$ cat src/rtl/seq_div_pkg.sv
// Shared types and constants for the sequential signed divider.
// Holds the FSM state encoding and the iteration counter width helper.
package seq_div_pkg;

  localparam int DIV_N = 8;

  typedef enum logic [2:0] {
    S_IDLE,
    S_PREP,
    S_ITER,
    S_FIX,
    S_DONE
  } div_state_t;

  function automatic int cnt_w(input int n);
    return (n <= 1) ? 1 : $clog2(n);
  endfunction

endpackage

$ cat src/rtl/seq_signed_divider_step.sv
// One restoring-division step: shift in a dividend bit,
// trial-subtract the divisor magnitude, restore on borrow.
module div_step #(
  parameter int N = 8
) (
  input  logic [N:0]   prem,
  input  logic         din,
  input  logic [N-1:0] dsr,
  output logic [N:0]   rem_nxt,
  output logic         qbit
);

  logic [N+1:0] sh;
  logic [N+1:0] diff;

  // shift, trial-subtract, and keep or restore
  always_comb begin
    sh      = {prem, din};
    diff    = sh - {2'b00, dsr};
    qbit    = ~diff[N+1];
    rem_nxt = diff[N+1] ? sh[N:0] : diff[N:0];
  end

endmodule

$ cat src/rtl/seq_signed_divider.sv
// Multi-cycle signed divider: 2N/N restoring division on magnitudes,
// one quotient bit per clock, sign fix-up, START/DONE handshake.
module seq_signed_divider
  import seq_div_pkg::*;
#(
  parameter int N = DIV_N
) (
  input  logic           CLK,
  input  logic           RST_N,
  input  logic           START,
  input  logic [2*N-1:0] DIVIDEND,
  input  logic [N-1:0]   DIVISOR,
  output logic [N-1:0]   QUOT,
  output logic [N-1:0]   REM,
  output logic           BUSY,
  output logic           DONE,
  output logic           DIV0,
  output logic           OVF
);

  localparam int CW = cnt_w(N);

  div_state_t     state;
  logic [2*N-1:0] dd_q;
  logic [N-1:0]   ds_q;
  logic           sgn_q;
  logic           sgn_r;
  logic [N:0]     prem;
  logic [N-1:0]   sreg;
  logic [CW-1:0]  cnt;

  logic [2*N-1:0] add;
  logic [N-1:0]   ads;
  logic           q_ovf;
  logic [N:0]     step_rem;
  logic           step_q;

  // operand magnitudes and the final-range test on the quotient
  always_comb begin
    add   = dd_q[2*N-1] ? -dd_q : dd_q;
    ads   = ds_q[N-1] ? -ds_q : ds_q;
    q_ovf = sgn_q ? (sreg[N-1] & (|sreg[N-2:0]))
                  : sreg[N-1];
  end

  div_step #(.N(N)) u_step (
    .prem    (prem),
    .din     (sreg[N-1]),
    .dsr     (ds_q),
    .rem_nxt (step_rem),
    .qbit    (step_q)
  );

  // control FSM, datapath registers and registered outputs
  always_ff @(posedge CLK or negedge RST_N) begin
    if (!RST_N) begin
      state <= S_IDLE;
      dd_q  <= '0;
      ds_q  <= '0;
      sgn_q <= 1'b0;
      sgn_r <= 1'b0;
      prem  <= '0;
      sreg  <= '0;
      cnt   <= '0;
      QUOT  <= '0;
      REM   <= '0;
      BUSY  <= 1'b0;
      DONE  <= 1'b0;
      DIV0  <= 1'b0;
      OVF   <= 1'b0;
    end else begin
      DONE <= 1'b0;
      unique case (state)
        S_IDLE: begin
          if (START) begin
            dd_q  <= DIVIDEND;
            ds_q  <= DIVISOR;
            sgn_q <= DIVIDEND[2*N-1] ^ DIVISOR[N-1];
            sgn_r <= DIVIDEND[2*N-1];
            BUSY  <= 1'b1;
            state <= S_PREP;
          end
        end
        S_PREP: begin
          ds_q <= ads;
          cnt  <= '0;
          if (ads == '0) begin
            DIV0  <= 1'b1;
            OVF   <= 1'b0;
            QUOT  <= '0;
            REM   <= '0;
            DONE  <= 1'b1;
            state <= S_DONE;
          end else if (add[2*N-1:N] >= ads) begin
            DIV0  <= 1'b0;
            OVF   <= 1'b1;
            QUOT  <= '0;
            REM   <= '0;
            DONE  <= 1'b1;
            state <= S_DONE;
          end else begin
            prem  <= {1'b0, add[2*N-1:N]};
            sreg  <= add[N-1:0];
            state <= S_ITER;
          end
        end
        S_ITER: begin
          prem <= step_rem;
          sreg <= {sreg[N-2:0], step_q};
          cnt  <= cnt + 1'b1;
          if (cnt == CW'(N-1)) begin
            state <= S_FIX;
          end
        end
        S_FIX: begin
          DIV0 <= 1'b0;
          if (q_ovf) begin
            OVF  <= 1'b1;
            QUOT <= '0;
            REM  <= '0;
          end else begin
            OVF  <= 1'b0;
            QUOT <= sgn_q ? -sreg : sreg;
            REM  <= sgn_r ? -prem[N-1:0] : prem[N-1:0];
          end
          DONE  <= 1'b1;
          state <= S_DONE;
        end
        S_DONE: begin
          BUSY  <= 1'b0;
          state <= S_IDLE;
        end
        default: begin
          state <= S_IDLE;
        end
      endcase
    end
  end

endmodule
$ cat config.mk
export PLATFORM = sky130hd
export DESIGN_NAME = seq_signed_divider
export DESIGN_NICKNAME = d
export VERILOG_FILES = /design/src/rtl/seq_div_pkg.sv /design/src/rtl/seq_signed_divider_step.sv /design/src/rtl/seq_signed_divider.sv
export SDC_FILE = /design/constraint.sdc
export NUM_CORES = 1
export LEC_CHECK = 0
export ABC_CLOCK_PERIOD_IN_PS = 7440
export CAP_MARGIN = 0
export CORE_ASPECT_RATIO = 1.25
export CORE_MARGIN = 3
export CORE_UTILIZATION = 45
export CTS_CLUSTER_DIAMETER = 80
export DETAILED_ROUTE_END_ITERATION = 10
export GPL_ROUTABILITY_DRIVEN = 0
export HOLD_SLACK_MARGIN = 0.1
export MAX_ROUTING_LAYER = met4
export PLACE_DENSITY = 0.66
export SKIP_CTS_REPAIR_TIMING = 1
export SYNTH_ARGS = -nofsm -noshare
export SYNTH_HDL_FRONTEND = slang
export SYNTH_SLANG_ARGS = --single-unit
$ cat constraint.sdc
create_clock -name CLK -period 7.44 [get_ports CLK]
set_input_delay 1.86 -clock CLK [delete_from_list [all_inputs] [get_ports CLK]]
set_output_delay 1.86 -clock CLK [all_outputs]
set_load 0.02 [all_outputs]
=== Yosys cells after proc, flatten, opt, wreduce, memory -nomap -nowiden ===
Cells that the tools add are included.

* Logic and storage cells: 85
* Memories kept: 0
* Input bits: 27
* Bits in registers: 69
* ROM bits: 0
* Latch bits: 0
* Output and inout port bits: 20
* Memory bits (writable): 0

* Shift operators: 0
* Equality and inequality tests: 10
* Multipliers: 0
* Div/mod/pow operators: 0
* Add/sub/neg operators: 6
* Mux-type cells: 38
* Magnitude comparators: 1
* Bitwise logic cells: 3
* Reduce and logical (&&, ||, !) cells: 13

{| class="wikitable"
|+ Operators by type and width
! operator !! number
|-
| 2-to-1 mux 8 bit || 10
|-
| case mux 8 bit (2 select lines) || 4
|-
| 2-to-1 mux 9 bit || 3
|-
| negation 8 bit || 3
|-
| case mux 9 bit (2 select lines) || 1
|-
| 2-to-1 mux 16 bit || 1
|-
| negation 16 bit || 1
|-
| 2-to-1 mux 3 bit || 4
|-
| case mux 3 bit (4 select lines) || 1
|-
| AND reduction 2 bit || 5
|-
| subtractor 10 x 8 -> 10 bit || 1
|-
| 2-to-1 mux 1 bit || 9
|-
| >= comparator 8 bit || 1
|-
| zero test 8 bit || 1
|-
| != test 2 bit, second input constant || 4
|-
| case mux 1 bit (2 select lines) || 4
|-
| nonzero test 2 bit || 4
|-
| OR reduction 7 bit || 1
|-
| == test 3 x 2 -> 1 bit, second input constant || 2
|-
| == test 3 bit, second input constant || 2
|-
| case mux 3 bit (2 select lines) || 1
|-
| adder 3 x 1 -> 3 bit, second input constant || 1
|-
| == test 3 x 1 -> 1 bit, second input constant || 1
|-
| zero test 3 bit || 1
|-
| 5 further kinds || 5
|}

=== Logic depth before layout (Yosys ltp) ===
* Word-level depth: 6
* Mapped depth: 14
* Depth with buffers taken out: 13

=== Hierarchy ===
A second synthesis with hierarchy kept.

* Cells, all modules: 424
* Area total of the unflattened synthesis: 4,292.9 um2

{| class="wikitable"
|+ By module, submodules not included
! module !! times used !! cells an instance !! area an instance (um2)
|-
| seq_signed_divider || 1 || 352 || 3,727.3
|-
| div_step || 1 || 72 || 565.5
|}

=== Worst setup path before layout ===
OpenSTA, ideal clock, no wires.

* Path type: flip-flop to flip-flop
* Start: register dd_q[9]
* End: register sreg[5]
* Period minus slack after synthesis: 3.079 ns
* Data required time: 7.314 ns
* Cell stages (with the launch flop): 11
* Data arrival time: 2.953 ns
* Setup slack: 4.361 ns
* Path buffers: 1
* Cell sequence: dfrtp_1 or4_1 o41ai_1 xnor2_1 ha_1 a21o_1 a211oi_1 o21a_1 a21oi_2 buf_6 a221o_1

* Cells in the longest elaborated chain, start to end: 5

{| class="wikitable"
|+ RTL lines
! item !! RTL line !! RTL
|-
| from (decl) || seq_signed_divider.sv:24 || <nowiki>logic [2*N-1:0] dd_q;</nowiki>
|-
| from (signal assigned) || seq_signed_divider.sv:58 || <nowiki>dd_q <= '0;</nowiki>
|-
| from (signal assigned) || seq_signed_divider.sv:76 || <nowiki>dd_q <= DIVIDEND;</nowiki>
|-
| negation 16 bit || seq_signed_divider.sv:40 || <nowiki>add = dd_q[2*N-1] ? -dd_q : dd_q;</nowiki>
|-
| 2-to-1 mux 16 bit (*) || seq_signed_divider.sv:40 ||
|-
| >= comparator 8 bit (*) || seq_signed_divider.sv:94 || <nowiki>end else if (add[2*N-1:N] >= ads) begin</nowiki>
|-
| != test 2 bit (no line) (*) || -- ||
|-
| AND reduction 3 bit (no line) (*) || -- ||
|-
| to (signal assigned) || seq_signed_divider.sv:103 || <nowiki>sreg <= add[N-1:0];</nowiki>
|-
| to (signal assigned) || seq_signed_divider.sv:109 || <nowiki>sreg <= {sreg[N-2:0], step_q};</nowiki>
|-
| to (decl) || seq_signed_divider.sv:29 || <nowiki>logic [N-1:0] sreg;</nowiki>
|}

Mark *: on every way between the ends. The rest lies on a longest branch, timed or not.
A chain may end at the register's enable or synchronous reset.

=== Worst setup path after layout ===
* Start: register ds_q[1]
* End: register OVF

* Cells in the longest elaborated chain, start to end: 5

{| class="wikitable"
|+ RTL lines
! item !! RTL line !! RTL
|-
| from (decl) || seq_signed_divider.sv:25 || <nowiki>logic [N-1:0] ds_q;</nowiki>
|-
| from (signal assigned) || seq_signed_divider.sv:85 || <nowiki>ds_q <= ads;</nowiki>
|-
| negation 8 bit || seq_signed_divider.sv:41 || <nowiki>ads = ds_q[N-1] ? -ds_q : ds_q;</nowiki>
|-
| 2-to-1 mux 8 bit (*) || seq_signed_divider.sv:41 ||
|-
| >= comparator 8 bit or zero test 8 bit (tied branches) || seq_signed_divider.sv:94, seq_signed_divider.sv:87 ||
|-
| != test 3 bit (no line) or 2-to-1 mux 1 bit (tied branches) || -- ||
|-
| AND reduction 2 bit (no line) or case mux 1 bit (2 select lines) (tied branches) || -- ||
|-
| to (signal assigned) || seq_signed_divider.sv:89 || <nowiki>OVF <= 1'b0;</nowiki>
|-
| to (signal assigned) || seq_signed_divider.sv:96 || <nowiki>OVF <= 1'b1;</nowiki>
|-
| to (signal assigned) || seq_signed_divider.sv:118 || <nowiki>OVF <= 1'b1;</nowiki>
|-
| to (decl) || seq_signed_divider.sv:18 || <nowiki>output logic OVF</nowiki>
|}

Marks and branches as above.

==> flow_summary.json <==
{
  "status": "complete, no violations",
  "dp_hpwl_mm": 7.417,
  "seqCellArea_mm2": 0.001702,
  "firstDrtPassIters": 5,
  "setup_viol": 0,
  "synthArstFlopShare": 1.000,
  "h-tree-depth": 3,
  "setup_tns_ns": 0,
  "cts_buffers": 9,
  "coreArea_mm2": 0.009223,
  "startpoint_type": "flop",
  "period_share": 0.5234,
  "synth_edf_count": 0,
  "synth_nets": 472,
  "dieArea_mm2": 0.01076,
  "required_ns": 7.66,
  "layout.nets": 512,
  "drv_slew": 0,
  "synthToLayoutAreaGrowth_pct": 18.85,
  "clock_skew_ns": 0.007619,
  "crit_arrival_ns": 4.11,
  "cts_sinks": 68,
  "rsz0062_at_grt": "no",
  "ant_nets": 0,
  "syn_inst": 422,
  "root_buffer": "clkbuf_16",
  "initialDrtViolationCount": 256,
  "fillers": 794,
  "grt_start_max_net_pins": 69,
  "multi_input_area_mm2": 0.002370,
  "start_util": 0.4657,
  "max_cap_viol_count": 0,
  "period_needed_ns": 3.894,
  "rows": 39,
  "hold_violations": 0,
  "final_common_cell": "dfrtp_1",
  "crit_type": "flop to flop",
  "cp-end-kind": "flop",
  "path_clk_slew_ns": 0.06,
  "worstMarginPinSlew_ns": 0.8593,
  "vias_per_cell": 5.802,
  "hp-class": "flop to flop",
  "synth_cell_type_count": 61,
  "grt_first_pass_wirelength_mm": 16.67,
  "grt_pass1_vias": 3309,
  "syn_avg_cell_area_um2": 10.18,
  "slew_headroom": 0.4271,
  "ys_ff_latch": 68,
  "drive_gt1_frac": 0.1156,
  "wire_per_inst_um": 16.90,
  "grt-ovfl-total": 0,
  "ys_warn_count": 0,
  "die_h_um": 115.2,
  "cp_max_fo": 20,
  "synthFlopType": "dfrtp_1",
  "num_vias": 3423,
  "layout_common_cells": "dfrtp_1, clkdlybuf4s50_1, nand2_1",
  "drc_errors": 0,
  "cts_tree": "built",
  "fmax_mhz": 256.8,
  "numPortBuffers": 46,
  "synth_seq_area_share": 0.3962,
  "syn_area_mm2": 0.004295,
  "antenna_cells": 0,
  "clockBufferDepth": 2,
  "worstSkewPairLatency_ns": 0.34,
  "io_pins": 47,
  "grt_use_total": 0.2055,
  "fp.dieW_um": 93.39,
  "wirelength_mm": 9.971,
  "antenna_found_initial": 0
}
## routing by layer
metal	routed length, µm	GRT usage	vias up	part of all wire
met5	0	-	-	0
met4	266	0.08895	0	0.027
met3	376	0.03992	22	0.038
met2	4971	0.3254	76	0.50
met1	4357	0.2562	1660	0.44
li1	-	-	1665	-
## cell families after synthesis
group,after synthesis,share of synthesized area
AOI/OAI and AO/OA,115,0.2126
xor gates and xnor gates,34,0.07108
adders and majority gates,23,0.06874
buffers and inverters,44,0.05331
DFF,68,0.3962
muxes,25,0.06292
and+or+nand+nor,113,0.1352
## worst paths after layout
check / from / end / slack (ns) / cells after the start
min: QUOT[2] / QUOT[2] / 0.48 / 1
max reg2reg: ds_q[1] / OVF / 3.55 / 11
min in group asynchronous: RST_N / REM[3] / 1.71 / 2
min reg2reg: QUOT[2] / QUOT[2] / 0.48 / 1
max in group asynchronous: RST_N / ds_q[5] / 5.16 / 2
max: ds_q[1] / OVF / 3.55 / 11
## registers in the layout (all words and copies together), names as in the netlist, 3 cells and up
signal and cells:
dd_q 16, prem 9, QUOT 8, REM 8, ds_q 8, sreg 8
cnt 3, state 3
## stage by stage
step / hold WS, ns / util / cells / worst slack (ns) / instance area [µm²]
after CTS: 0.4918 / 0.5535 / 590 / 3.521 / 5105
final: 0.4841 / 0.5535 / 590 / 3.546 / 5105
after detailed placement: 0.4739 / 0.5197 / 574 / 3.523 / 4793
after global routing: 0.4998 / 0.5535 / 590 / 3.184 / 5105
after global placement: 0.4710 / 0.5197 / 574 / 3.647 / 4793
after floorplan: 0.4677 / - / 422 / 4.361 / 4295
## final cells by class
class                      count  area share
multi-input combinational    310      0.4642
clock inverter                 5     0.01152
inverter                      24     0.01765
sequential                    68      0.3333
tap                          123     0.03015
timing repair buffer          49     0.09363
clock buffer                  11     0.04951
## cells in the mapped netlist (6+ instances only)
| cell | number | area share |
|---|---|---|
| dfrtp_1 | 68 | 0.40 |
| nand3_1 | 11 | 0.013 |
| xnor2_1 | 20 | 0.041 |
| nor2_1 | 23 | 0.020 |
| mux2_2 | 16 | 0.042 |
| nor2b_1 | 9 | 0.013 |
| ha_1 | 22 | 0.064 |
| xor2_1 | 13 | 0.027 |
| mux2i_1 | 9 | 0.021 |
| clkbuf_1 | 8 | 0.0070 |
| buf_6 | 6 | 0.016 |
| o21ai_0 | 19 | 0.022 |
| inv_1 | 24 | 0.021 |
| a21oi_1 | 7 | 0.0082 |
| o31ai_1 | 11 | 0.019 |
| nand2_1 | 25 | 0.022 |
| nor3_1 | 19 | 0.022 |
| o2bb2ai_1 | 16 | 0.033 |
## worst max-delay path: stages (launching register included)
cell and delay (ns):
dfrtp_1 0.51, inv_1 0.11, ha_1 0.27, a31o_2 0.25, xnor2_1 0.45, ha_1 0.35
a21o_1 0.18, a211oi_1 0.29, o21ai_0 0.13, buf_4 0.20, o21ai_2 0.62, mux2_2 0.40
Power is not shown: default switching activity piles up to over one toggle a cycle in this logic, so the estimate is an artifact.
